[src/rtl/regfile_wb_arbiter.sv]
// ============================================================================
// Module   : regfile_wb_arbiter
// Brief    : Register-file write-port arbiter between the pipeline write-back
//            and a small queue of multi-cycle (div/mult) results.
// Revision : 1.0 - initial release
// ============================================================================
`default_nettype none

module regfile_wb_arbiter #(
    parameter int unsigned DEPTH      = 2,
    parameter int unsigned STARVE_MAX = 3
) (
    input  logic        clk,
    input  logic        rst,
    input  logic        wb_we,
    input  logic [4:0]  wb_waddr,
    input  logic [31:0] wb_wdata,
    input  logic        mc_valid,
    input  logic [4:0]  mc_waddr,
    input  logic [31:0] mc_wdata,
    output logic        mc_ready,
    output logic        rf_we,
    output logic [4:0]  rf_waddr,
    output logic [31:0] rf_wdata,
    output logic [31:0] pend_mask,
    output logic        stall_req
);

    localparam int unsigned PTR_W = $clog2(DEPTH);
    localparam int unsigned CNT_W = PTR_W + 1;
    localparam logic [2:0]  C_STARVE_MAX = 3'(STARVE_MAX);

    logic [4:0]       addr_q [DEPTH];
    logic [31:0]      data_q [DEPTH];
    logic [DEPTH-1:0] live_q, live_d;
    logic [PTR_W-1:0] head_q, head_d, tail_q, tail_d;
    logic [CNT_W-1:0] count_q, count_d;
    logic [2:0]       starve_q, starve_d;
    logic             stall_q, stall_d;

    logic head_live, push, pop, wb_kill, not_full;

    assign not_full  = (count_q != CNT_W'(DEPTH));
    assign head_live = (count_q != '0) && live_q[head_q];
    assign mc_ready  = !rst && not_full;
    assign push      = mc_valid && mc_ready && (mc_waddr != 5'd0);
    // A dead head drains immediately; a live head only when wb is idle.
    assign pop       = !rst && (count_q != '0) && (!live_q[head_q] || !wb_we);
    assign wb_kill   = wb_we && (wb_waddr != 5'd0);
    assign stall_req = stall_q;

    always_comb begin
        rf_we    = 1'b0;
        rf_waddr = 5'd0;
        rf_wdata = 32'd0;
        if (!rst) begin
            if (wb_we) begin
                rf_we    = 1'b1;
                rf_waddr = wb_waddr;
                rf_wdata = wb_wdata;
            end else if (head_live) begin
                rf_we    = 1'b1;
                rf_waddr = addr_q[head_q];
                rf_wdata = data_q[head_q];
            end
        end
    end

    always_comb begin
        pend_mask = 32'd0;
        for (int i = 0; i < int'(DEPTH); i++) begin
            if (live_q[i]) pend_mask[addr_q[i]] = 1'b1;
        end
        if (rst) pend_mask = 32'd0;
    end

    always_comb begin
        live_d = live_q;
        for (int i = 0; i < int'(DEPTH); i++) begin
            if (wb_kill && (addr_q[i] == wb_waddr)) live_d[i] = 1'b0;
        end
        if (pop)  live_d[head_q] = 1'b0;
        // The incoming mc result is newer than a same-cycle wb write.
        if (push) live_d[tail_q] = 1'b1;

        head_d  = pop  ? head_q + PTR_W'(1) : head_q;
        tail_d  = push ? tail_q + PTR_W'(1) : tail_q;
        count_d = count_q + CNT_W'(push) - CNT_W'(pop);

        starve_d = starve_q;
        if ((live_q == '0) || (head_live && !wb_we)) begin
            starve_d = 3'd0;
        end else if (head_live && wb_we && (starve_q != C_STARVE_MAX)) begin
            starve_d = starve_q + 3'd1;
        end
        stall_d = (starve_q == C_STARVE_MAX) && head_live;
    end

    always_ff @(posedge clk) begin
        if (rst) begin
            live_q   <= '0;
            head_q   <= '0;
            tail_q   <= '0;
            count_q  <= '0;
            starve_q <= 3'd0;
            stall_q  <= 1'b0;
        end else begin
            live_q   <= live_d;
            head_q   <= head_d;
            tail_q   <= tail_d;
            count_q  <= count_d;
            starve_q <= starve_d;
            stall_q  <= stall_d;
        end
    end

    always_ff @(posedge clk) begin
        if (push) begin
            addr_q[tail_q] <= mc_waddr;
            data_q[tail_q] <= mc_wdata;
        end
    end

endmodule

`default_nettype wire

[config.mk]
export PLATFORM = sky130hd
export DESIGN_NAME = regfile_wb_arbiter
export DESIGN_NICKNAME = d
export VERILOG_FILES = /design/src/rtl/regfile_wb_arbiter.sv
export SDC_FILE = /design/constraint.sdc
export NUM_CORES = 1
export LEC_CHECK = 0
export ABC_AREA = 1
export ABC_CLOCK_PERIOD_IN_PS = 3400
export CORE_MARGIN = 2
export CORE_UTILIZATION = 23
export CTS_BUF_LIST = sky130_fd_sc_hd__clkbuf_8
export CTS_CLUSTER_DIAMETER = 100
export DETAILED_ROUTE_END_ITERATION = 6
export HOLD_SLACK_MARGIN = 0.12
export PLACE_DENSITY_LB_ADDON = 0.05
export SLEW_MARGIN = 0
export SYNTH_ARGS = -nofsm -noshare
export SYNTH_HDL_FRONTEND = slang
export SYNTH_SLANG_ARGS = --single-unit
[constraint.sdc]
create_clock -name clk -period 3.4 [get_ports clk]
set_input_delay 0.34 -clock clk [delete_from_list [all_inputs] [get_ports clk]]
set_output_delay 0.34 -clock clk [all_outputs]
set_load 0.02 [all_outputs]
# --- Word level (Yosys, flattened, before mapping) ---
# Memories as Yosys holds them, arrays and structs flattened. A register that Yosys moved wholly into a read port is not among the register bits.
# Cells that the tools add are included.
op_classes:
  n_reduce_logical: 27
  add_sub_neg: 5
  mux: 32
  bitwise: 4
  order_cmp: 8
  eq_ne: 5
op_table:
  columns: ["operator", "count"]
  rows:
  - ["32-bit 2-to-1 mux", 6]
  - ["32-bit bitwise OR", 1]
  - ["1-bit logical AND", 17]
  - ["1-bit 2-to-1 mux", 17]
  - ["5-bit 2-to-1 mux", 3]
  - ["5-bit by 6-bit < comparator with 1-bit output (second input constant)", 2]
  - ["1-bit demux with 5-bit select", 2]
  - ["5-bit == test", 2]
  - ["5-bit by 1-bit >= comparator with 1-bit output (second input constant)", 2]
  - ["5-bit nonzero test", 2]
  - ["1-bit by 2-bit < comparator with 1-bit output (second input constant)", 2]
  - ["2-bit 2-to-1 mux", 2]
  - ["3-bit by 1-bit adder with 3-bit output (second input constant)", 1]
  - ["3-bit by 2-bit == test with 1-bit output (second input constant)", 1]
  - ["1-bit zero test", 3]
  - ["3-bit by 2-bit != test with 1-bit output (second input constant)", 1]
  - ["1-bit adder (second input constant)", 2]
  - ["2-bit by 1-bit adder with 2-bit output", 1]
  - ["2-bit AND", 1]
  - ["1-bit demux with 1-bit select", 2]
  - ["1-bit >= comparator (second input constant)", 2]
  - ["2-bit zero test", 1]
  - ["1-bit logical OR", 2]
  - ["2-bit != test (second input constant)", 1]
  - ["5 further kinds", 5]
totals:
  memories: 2
  reg_bits: 10
  ram_bits: 74
mem_list:
  columns: ["name", "words", "word_bits", "read_ports", "rd_ports_with_merged_regs", "wr", "line", "source"]
  rows:
  - ["data_q", 2, 32, 1, 1, 1, "34", "logic [31:0] data_q [DEPTH];"]
  - ["addr_q", 2, 5, 3, 1, 1, "33", "logic [4:0] addr_q [DEPTH];"]

# --- Logic depth before layout (Yosys ltp) ---
# Gate-level depths: netlist of run 1.
logic_depth:
  depth_word: 9
  ltp_mapped: 10
  ltp_nobuf: 10

# --- Least setup slack after synthesis of run 1 ---
# Ideal clock, no wire load.
synth_path:
  path_kind: "input to register"
  startpoint: "input rst"
  endpoint: "memory addr_q[1][0], enable pin"
  arrival_time_ps: 2754
  path_buffers: 1
  setup_ps: 433
  cell_stages: 5
  setup_slack_ps: 214
  required_ps: 2967
  cell_sequence: "buf_2 > a21oi_1 > and2_1 > nand2_1 > nor2_1"
synth_via:
  elab_chain_cells: 6
synth_rtl:
  columns: ["item", "line", "source"]
  rows:
  - ["start: declaration", "14", "input logic rst,"]
  - ["1-bit zero test", null, null]
  - ["1-bit logical AND", "45", "assign mc_ready = !rst && not_full;"]
  - ["named net mc_ready", "21", "output logic mc_ready,"]
  - ["1-bit logical AND (2 in series)", "46", "assign push = mc_valid && mc_ready && (mc_waddr != 5'd0);"]
  - ["1-bit 2-to-1 mux", "118", "if (push) begin"]
  - ["1-bit 2-to-1 mux (not written as such)", "119", "addr_q[tail_q] <= mc_waddr;"]
  - ["end: declaration", "33", null]
# The timed path passes the listed nets, and every way through them passes these cells.

# --- Worst setup path after layout of run 1 ---
layout_path:
  startpoint: "register live_q[0]"
  endpoint: "output rf_waddr[2]"
layout_via:
  elab_chain_cells: 6
layout_rtl:
  columns: ["item", "line", "source"]
  rows:
  - ["start: declaration", "35", "logic [DEPTH-1:0] live_q, live_d;"]
  - ["start signal: assignment", "108", "live_q <= live_d;"]
  - ["1-bit 2-to-1 mux (not written as such) (2 in series)", "44", "assign head_live = (count_q != '0) && live_q[head_q];"]
  - ["1-bit logical AND", "44", null]
  - ["5-bit 2-to-1 mux", "61", "end else if (head_live) begin"]
  - ["5-bit 2-to-1 mux", "57", "if (wb_we) begin"]
  - ["5-bit 2-to-1 mux", "56", "if (!rst) begin"]
  - ["end: declaration", "23", "output logic [4:0] rf_waddr,"]
# Every way passes these cells. The select of a mux whose other input is x is not followed.

==> key figures, run 1 <==
Logic synthesis
  – Compound-Gate Fraction of Synth Area: 10.2%
  – Seq cells post-synth: 85
  – Mux share of post-synthesis cell area: 8.17%
  – Post-Synth Adder-Cell Area: 1.10%
  – Synth Area in XOR/XNOR: 1.93%
  – Simple-Gate Fraction of Synth Area: a little under a fifth
  – Area of the mapped netlist: approximately 4500 um2
  – Yosys warns: 0
  – Syn Area/Cell: 9.44 um2
  – Largest family of logic cells by synthesized area: simple AND/OR/NAND/NOR gates
  – Syn nets: 564
  – Netlist cell types: 28
  – Seq/Total Area, Yosys: 53.7%
  – Cell count after synthesis: 482

CTS
  – H-tree depth: 3
  – Clk_lat worst skew: 0.34 ns
  – Clk root buf: clkbuf_8
  – Clk buf depth: 2
  – CTS Buf Count: 9
  – Post-CTS Hold Buffers: 0
  – Clock sink count: 85
  – Post-CTS resize count: 0
  – Clk slew on worst S/H paths: 0.08 ns
  – Setup bufs post-CTS: 0
  – CTS tree: built

Critical path
  – Req. time, crit path: 3.06 ns
  – Top delay family on crit path: buffers and inverters
  – Worst Setup End Kind: primary output
  – Crit start category: flop
  – Worst Path Buf+Inv: 2
  – CP cell instances: inv_2 -> o21ai_2 -> nand2_2 -> nor2_8 -> o211ai_1 -> a21oi_1 -> clkdlybuf4s50_1
  – Worst path depth: 7
  – CP Launch Point: live_q[0]$_SDFF_PP0_
  – Reg-to-reg critical path startpoint: count_q[0]$_SDFF_PP0_
  – Crit path largest cell delay: 0.65 ns
  – Critical setup path kind: flop to primary output
  – Crit path DAT: 2.56 ns
  – CP Max Fanout: 37
  – Critical path's slowest cell: clkdlybuf4s50_1
  – R2r worst-path depth: 6

Final layout
  – Share of post-route cells with drive strength above 1: roughly 10%
  – Area delta synth->final: 42.3%
  – Finished Layout Cells: 891
  – Final-stage net count: 703
  – Fill cells: 2031

Route
  – DRT Pass-1 Iters: 4
  – Final WL: 13.3 mm
  – Via density: 4.24
  – Drt first-iter violations: 197
  – Post-DR wirelength/cell: 14.9 um
  – Routed Antenna Nets: 0
  – DRC: 0
  – Via count: 3780

STA
  – Final worst slack: 0.498 ns
  – Worst Tran Pin Value: approximately 0.66 ns
  – Fmax: 345 MHz
  – RSZ-0062 raised after global routing: false
  – Max-slew headroom: a little under three fifths
  – Clock period minus worst slack: 2.90 ns
  – Hold Vio Cnt, Final: 0
  – Max Slew Vio Count: 0
  – Setup TNS: 0 ns
  – Count of final setup violators: 0
  – Fin Clk Skew: 0.00911 ns
  – Final period util: 85.4%

Pwr
  – Maximum VDD drop: 0.161 mV
  – Lkg Pwr: 2.18 nW
  – Cell Pwr Density: a little over 400 nW/um2

Placed design
  – Placed cell count: roughly 900
  – DP HPWL: roughly 10 mm
  – Port Buf Inserts: 149
  – Post-place setup slack: roughly 0.66 ns
  – GP Congestion: about 0.8

Min path
  – Hold Crit Class: flop to flop
  – Worst hold path depth: 2
  – Hold_sp: starve_q[2]$_SDFFE_PP0P_

Status
  – Status: completed

Die
  – Die ar.: 20900 um2
  – Top Ports: 150
  – Die W: 145 um
  – Die Ht: 145 um
  – # rows: 51
  – Core region area: 19500 um2
  – Initial Util: 23.4%

Global routing
  – GRT Total Usage: about an eighth
  – Grt total ovfl: 0
  – Vias in the first global route: 3867
  – Initial antenna violation count: 2
  – Largest net degree at the start of global routing: 59
  – First-pass GRT wire length: 20.7 mm

Flow run
  – Max Cap Violations: 0
## layout make-up
| class | instances | area [um2] | share of cell area (%) |
|---|---|---|---|
| clock buffer | 9 | 124 | 1.91 |
| inverter | 32 | 120 | 1.86 |
| tap | 265 | 332 | 5.12 |
| sequential | 85 | 2440 | 37.8 |
| antenna | 1 | 2.50 | 0.0387 |
| timing repair buffer | 155 | 1540 | 23.8 |
| clock inverter | 6 | 56.3 | 0.870 |
| multi-input combinational | 338 | 1850 | 28.6 |
## cell usage after synthesis (all sizes together)
cell type / number / area (um2)
nand2: 123 / 464
mux2: 33 / 372
buf: 16 / 98.8
o211ai: 1 / 7.51
xnor2: 2 / 17.5
xor2: 8 / 70.1
o21ai: 5 / 28.8
a22oi: 15 / 113
or2: 1 / 6.26
and2: 2 / 12.5
nand3b: 1 / 7.51
a21oi: 63 / 315
nor3: 17 / 100
nor3b: 3 / 22.5
nor2: 47 / 193
nand3: 12 / 60.1
inv: 32 / 120
dfxtp: 11 / 220
ha: 4 / 50.1
edfxtp: 74 / 2220
nand4: 1 / 6.26
clkbuf: 11 / 41.3
## flip-flops by register name (all words and copies together) (netlist names), named ones only
register   count
tail_q         1
live_q         2
addr_q        10
data_q        64
head_q         1
starve_q       3
stall_req      1
count_q        2
## layer usage
layer,GRT usage [%],vias up,share of wire [%]
met5,0,-,0.090
met4,3.99,2,0.89
met3,3.61,10,7.2
met2,22.4,114,47
met1,15.7,1734,45
li1,-,1920,-
## worst min-delay path: stages (launching register included)
cell and delay, ns:
dfxtp_1 0.32, nand2_1 0.06, a21oi_1 0.06
## worst paths after layout
check / slack (ns) / to
worst max-delay path: 0.50 / rf_waddr[2]
worst min-delay path: 0.47 / starve_q[2]$_SDFFE_PP0P_
worst max register to register: 1.22 / data_q[0][31]$_DFFE_PP_
worst min register to register: 0.47 / starve_q[2]$_SDFFE_PP0P_
## layout by cell type (no fill, tap or decap), drive strengths merged
cell type	synthesis	final
nor3b	3	3
inv	32	32
nand3	12	12
clkinvlp	0	1
nand4	1	1
buf	16	8
nor2	47	47
xnor2	2	2
a21oi	63	63
o211ai	1	1
clkinv	0	4
mux2	33	33
dfxtp	11	11
nand3b	1	1
clkdlybuf4s50	0	147
nor3	17	17
bufinv	0	1
nand2	123	123
xor2	8	8
and2	2	2
ha	4	4
o21ai	5	5
a22oi	15	15
edfxtp	74	74
or2	1	1
clkbuf	11	9
diode	0	1
## where the power goes
group	leakage (nW)	total, mW	internal, mW	switching, mW
Sequential	0.768	1.30	1.23	0.0765
Clock	0.0961	0.674	0.329	0.345
Combinational	1.32	0.649	0.318	0.332
## kinds of logic (layout without fill, tap and decap cells)
family,count (synthesis),after routing
buffers and inverters,59,202
and+or+nand+nor,207,207
AOI/OAI and AO/OA,84,84
adders and majority gates,4,4
DFF,85,85
muxes,33,33
other,0,1
xor gates and xnor gates,10,10
## stage by stage
stage | utilization (%) | cell area (um2) | hold slack [ns] | total power [mW]
global placement | 32.3 | 6290 | 0.452 | 1.99
finish | 33.2 | 6470 | 0.470 | 2.63
CTS | 33.2 | 6470 | 0.472 | 2.68
detailed placement | 32.3 | 6290 | 0.459 | 2.00
floorplan | - | 4550 | 0.439 | 1.72
global route | 33.2 | 6470 | 0.501 | 2.79
No activity file was read; power rests on OpenSTA's default activity.
==> run 2: changes to the inputs <==
Settings changed: SLEW_MARGIN 0 to 20.
==> results of run 2 <==
No change in the layout: final DEF, timing and power equal those of run 1.
